$ cat src/rtl/arb_pkg.sv
// rtl/arb_pkg.sv - shared state type and modulo-N index helpers for the round-robin arbiter
package arb_pkg;

  typedef enum logic [1:0] {
    IDLE  = 2'd0,
    OFFER = 2'd1,
    BUSY  = 2'd2
  } arb_state_t;

  // Next index after v in a ring of n slots.
  function automatic int wrap_inc(input int v, input int n);
    return (v >= n - 1) ? 0 : v + 1;
  endfunction

  // Folds a position from the doubled scan window back into 0..n-1.
  function automatic int fold_index(input int pos, input int n);
    return (pos >= n) ? pos - n : pos;
  endfunction

endpackage

$ cat src/rtl/rr_pick.sv
// rtl/rr_pick.sv - combinational round-robin pick: first set request at or after ptr, wrapping
module rr_pick
  import arb_pkg::*;
#(
  parameter int N     = 16,
  parameter int IDX_W = $clog2(N)
) (
  input  logic [N-1:0]     req,
  input  logic [IDX_W-1:0] ptr,
  output logic             any,
  output logic [IDX_W-1:0] idx
);

  logic [N-1:0]   masked;
  logic [2*N-1:0] dbl;
  int             pos;

  // Lower half holds requests at or above ptr; upper half is the wrapped copy,
  // so the lowest set bit of dbl is the round-robin winner.
  always_comb begin
    masked = '0;
    for (int i = 0; i < N; i++) begin
      masked[i] = req[i] && (i >= int'(ptr));
    end
    dbl = {req, masked};
    pos = 0;
    for (int i = 2 * N - 1; i >= 0; i--) begin
      if (dbl[i]) pos = i;
    end
    any = |req;
    idx = IDX_W'(fold_index(pos, N));
  end

endmodule

$ cat src/rtl/rr_arbiter.sv
// rtl/rr_arbiter.sv - round-robin arbiter offering a grant over valid/ready and holding it until release
module rr_arbiter
  import arb_pkg::*;
#(
  parameter int N = 16
) (
  input  logic                 clk,
  input  logic                 rst_n,
  input  logic [N-1:0]         req,
  input  logic                 grant_ready,
  input  logic                 grant_release,
  output logic                 grant_valid,
  output logic [$clog2(N)-1:0] grant_idx,
  output logic                 busy
);

  localparam int IDX_W = $clog2(N);

  arb_state_t       state, state_nxt;
  logic [IDX_W-1:0] ptr, ptr_nxt;
  logic [IDX_W-1:0] idx_nxt;
  logic             valid_nxt, busy_nxt;
  logic             pick_any;
  logic [IDX_W-1:0] pick_idx;

  rr_pick #(
    .N    (N),
    .IDX_W(IDX_W)
  ) u_pick (
    .req(req),
    .ptr(ptr),
    .any(pick_any),
    .idx(pick_idx)
  );

  always_ff @(posedge clk) begin
    if (!rst_n) begin
      state       <= IDLE;
      ptr         <= '0;
      grant_valid <= 1'b0;
      grant_idx   <= '0;
      busy        <= 1'b0;
    end else begin
      state       <= state_nxt;
      ptr         <= ptr_nxt;
      grant_valid <= valid_nxt;
      grant_idx   <= idx_nxt;
      busy        <= busy_nxt;
    end
  end

  // Outputs are computed one cycle ahead so every output leaves a flop.
  always_comb begin
    state_nxt = state;
    ptr_nxt   = ptr;
    valid_nxt = grant_valid;
    idx_nxt   = grant_idx;
    busy_nxt  = busy;
    case (state)
      IDLE: begin
        if (pick_any) begin
          state_nxt = OFFER;
          valid_nxt = 1'b1;
          idx_nxt   = pick_idx;
        end
      end
      OFFER: begin
        if (grant_ready) begin
          state_nxt = BUSY;
          valid_nxt = 1'b0;
          busy_nxt  = 1'b1;
        end
      end
      BUSY: begin
        if (grant_release) begin
          state_nxt = IDLE;
          busy_nxt  = 1'b0;
          ptr_nxt   = IDX_W'(wrap_inc(int'(grant_idx), N));
        end
      end
      default: begin
        state_nxt = IDLE;
        valid_nxt = 1'b0;
        busy_nxt  = 1'b0;
      end
    endcase
  end

endmodule

$ cat config.mk
export PLATFORM = sky130hd
export DESIGN_NAME = rr_arbiter
export DESIGN_NICKNAME = d
export VERILOG_FILES = /design/src/rtl/arb_pkg.sv /design/src/rtl/rr_pick.sv /design/src/rtl/rr_arbiter.sv
export SDC_FILE = /design/constraint.sdc
export NUM_CORES = 1
export LEC_CHECK = 0
export ABC_AREA = 1
export BUFFER_PORTS_ARGS = -buffer_cell sky130_fd_sc_hd__buf_2
export CAP_MARGIN = 5
export CORE_UTILIZATION = 45
export DETAILED_ROUTE_END_ITERATION = 12
export GPL_TIMING_DRIVEN = 0
export PLACE_DENSITY = 0.7
export SLEW_MARGIN = 20
export SYNTH_ARGS = -nofsm -noshare
export SYNTH_HDL_FRONTEND = slang
export SYNTH_SLANG_ARGS = --single-unit
export TNS_END_PERCENT = 10
$ cat constraint.sdc
create_clock -name clk -period 1.8 [get_ports clk]
set_input_delay 0.09 -clock clk [delete_from_list [all_inputs] [get_ports clk]]
set_output_delay 0.09 -clock clk [all_outputs]
set_load 0.01 [all_outputs]
==> flow_metrics.env <==
export IMPL_gp_congestion=0.889
export IMPL_place_area_mm2=0.00116
export IMPL_avgSynthCellArea_um2=5.78
export IMPL_synth_nets=195
export IMPL_ir_worst_vdd_mv=0.413
export IMPL_post_cts_buffers=0
export IMPL_crit_buf_inv=2
export IMPL_cts_hold_buffers=0
export IMPL_antenna_cells=0
export IMPL_rsz0062_at_grt="false"
export IMPL_maxSlewViolCount=0
export IMPL_cap_violations=0
export IMPL_ff2ff_setup_slack_ns=0.16
export IMPL_io_pins=26
export IMPL_yosys_warnings=0
export IMPL_synthCells=174
export IMPL_critPathKind="register to register"
export IMPL_cts_tree="yes"
export IMPL_syn_to_final_growth_pct=20.5
export IMPL_h_tree_depth=1
export IMPL_grt_pass1_vias=1069
export IMPL_min_period_ns=1.64
export IMPL_power_leakage_nw=0.659
export IMPL_finalCritPeriodShare_pct=91.0
export IMPL_slew_headroom_pct=60.5
export IMPL_cp_slowest_cell="dfxtp_2"
export IMPL_fin_skew_ns=0.00125
export IMPL_hold_class="input pin to register"
export IMPL_grt_first_pass_wirelength_mm=4.23
export IMPL_fmaxAchievable_mhz=611
export IMPL_routedWlPerCell_um=10.8
export IMPL_multiInputGateArea_um2=631
export IMPL_routed_top_layer="met4"
export IMPL_m1WireLength_mm=1.16
export IMPL_antenna_found_initial=0
export IMPL_seq_area_um2=244
export IMPL_ctsResizeCount=0
export IMPL_route_met2_wl_mm=1.17
export IMPL_dieWidth_um=49.3
export IMPL_overflow=0
export IMPL_met3_length_um=109
export IMPL_fin_util_pct=60.0
export IMPL_track_usage_pct=22.0
export IMPL_ys_ff_latch=12
export IMPL_synth_cell_types=25
export IMPL_worstPathMaxFanout=4
export IMPL_crit_chain="nor2_4 -> inv_1 -> a21oi_1 -> inv_1 -> nand2_1 -> a31oi_1 -> o31ai_1 -> nand3_1 -> nand3_1 -> nand3_1 -> nand3_1 -> a21oi_1"
export IMPL_first_pass_iters=6
export IMPL_cpMostUsedCell="nand3_1"
export IMPL_cpPeakStageDelay_ns=0.36
export IMPL_synth_seq_area_share_pct=23.9
export IMPL_grt_max_degree=11
export IMPL_critPathCaptureType="register"
export IMPL_fin_ws_ns=0.162
export IMPL_rows=16
export IMPL_via_count=1166
export IMPL_netlist_area_mm2=0.00101
export IMPL_crit_arrival_ns=1.80
export IMPL_hpwl_mm=1.99
export IMPL_pre_cts_slack_ns=-0.0371
export IMPL_status="complete, no violations"
export IMPL_worst_pin_slew_ns=0.590
export IMPL_antenna_left=0
export IMPL_setup_worst_path_start_class="register"
export IMPL_wirelength_mm=2.47
export IMPL_final_cell_area_mm2=0.00121
export IMPL_cts_root_buf="clkbuf_4"
export IMPL_clkSlewWorstSetupHoldPaths_ns=0.08
export IMPL_port_buffers=25
export IMPL_power_w=0.000690
export IMPL_start_util_pct=49.8
export IMPL_final_nets=225
export IMPL_drt_iter0_drc=26
export IMPL_required_ns=1.96
export IMPL_cts_buffer_depth=2
export IMPL_setup_viol=0
export IMPL_cpLargestDelayFamily="simple AND/OR/NAND/NOR gates"
export IMPL_drc=0
export IMPL_dieArea_mm2=0.00243
export IMPL_power_density_mw_per_mm2=569
export IMPL_cts_buffers=3
export IMPL_die_height_um=49.3
export IMPL_core_area_mm2=0.00202
export IMPL_clk_latency_ns=0.27
export IMPL_fillers=206
export IMPL_viasPerCell=5.07
export IMPL_hold_viol_final=0
export IMPL_cts_sinks=12
export IMPL_drive_gt1_share_pct=21.2
==> power by group <==
group | switching, W | internal, W
combinational | 0.000110 | 0.0000720
clock | 0.0000912 | 0.000123
sequential | 0.0000140 | 0.000280
==> cell families after synthesis <==
family | count (synthesis) | synth area share, %
simple gates | 86 | 35.2
xor+xnor | 2 | 1.74
fa+ha+maj | 1 | 1.24
compound gates | 35 | 23.8
buf+inv | 38 | 14.2
flops | 12 | 23.9
==> registers in the layout (all words and copies together) (netlist names) <==
register     cells
busy             1
ptr              4
grant_idx        4
state            2
grant_valid      1
==> layer usage <==
layer | vias up | track usage, %
met2 | 33 | 37.2
li1 | 622 | -
met4 | 0 | 9.80
met3 | 6 | 2.49
met5 | - | 0
met1 | 505 | 27.8
==> path summary, 6_finish.rpt <==
check | startpoint | endpoint | cells after the start
setup / recovery | ptr[0] | grant_idx[1] | 12
hold / removal | rst_n | ptr[2] | 3
setup reg to reg | ptr[0] | grant_idx[1] | 12
hold reg to reg | grant_valid | grant_valid | 2
==> cells in the final DEF, fill, tap and decap left out, types with 5 or more instances in the layout <==
cell / count
nor2_1: 13
inv_2: 7
nand3_1: 13
nor3_1: 5
o21ai_0: 6
inv_1: 29
a21oi_1: 15
dfxtp_1: 9
nand2_1: 51
buf_2: 25
==> stage by stage <==
stage / std cells / hold slack (ns) / setup TNS [ns]
2_1_floorplan: 174 / 0.228 / 0
6_report: 230 / 0.0805 / 0
3_5_place_dp: 226 / 0.367 / -0.0659
5_1_grt: 230 / 0.0939 / 0
4_1_cts: 230 / 0.0701 / 0
3_3_place_gp: 226 / 0.361 / 0
==> worst reg2reg max path: cells and delay by family, from the launching register on <==
| family | cells | cell delay [ns] |
|---|---|---|
| flops | 1 | 0.36 |
| buf+inv | 2 | 0.13 |
| compound gates | 4 | 0.46 |
| simple gates | 6 | 0.58 |
==> layout make-up <==
type / count / area share (%)
inverters: 38 / 11.8
flip-flops and latches: 12 / 20.1
well taps: 27 / 2.79
repair buffers: 25 / 10.3
multi-input cells: 124 / 52.0
clock buffers: 4 / 2.99
==> synth_stat cells (all sizes together) <==
master	count	area share [%]
nand2	51	19
inv	36	13
a21oi	16	8.3
nor2	14	5.2
nand3	13	6.5
dfxtp	12	24
o21ai	7	3.5
nor3	5	2.5
a31oi	4	4.0
a211oi	3	2.2
clkinv	2	0.75
nor4	2	1.2
a21o	1	0.75
a22oi	1	0.75
ha	1	1.2
nand3b	1	0.75
o211ai	1	0.75
o31ai	1	0.75
o41ai	1	2.7
xnor2	1	0.87
xor2	1	0.87
Power figures use the tool's default switching activity.
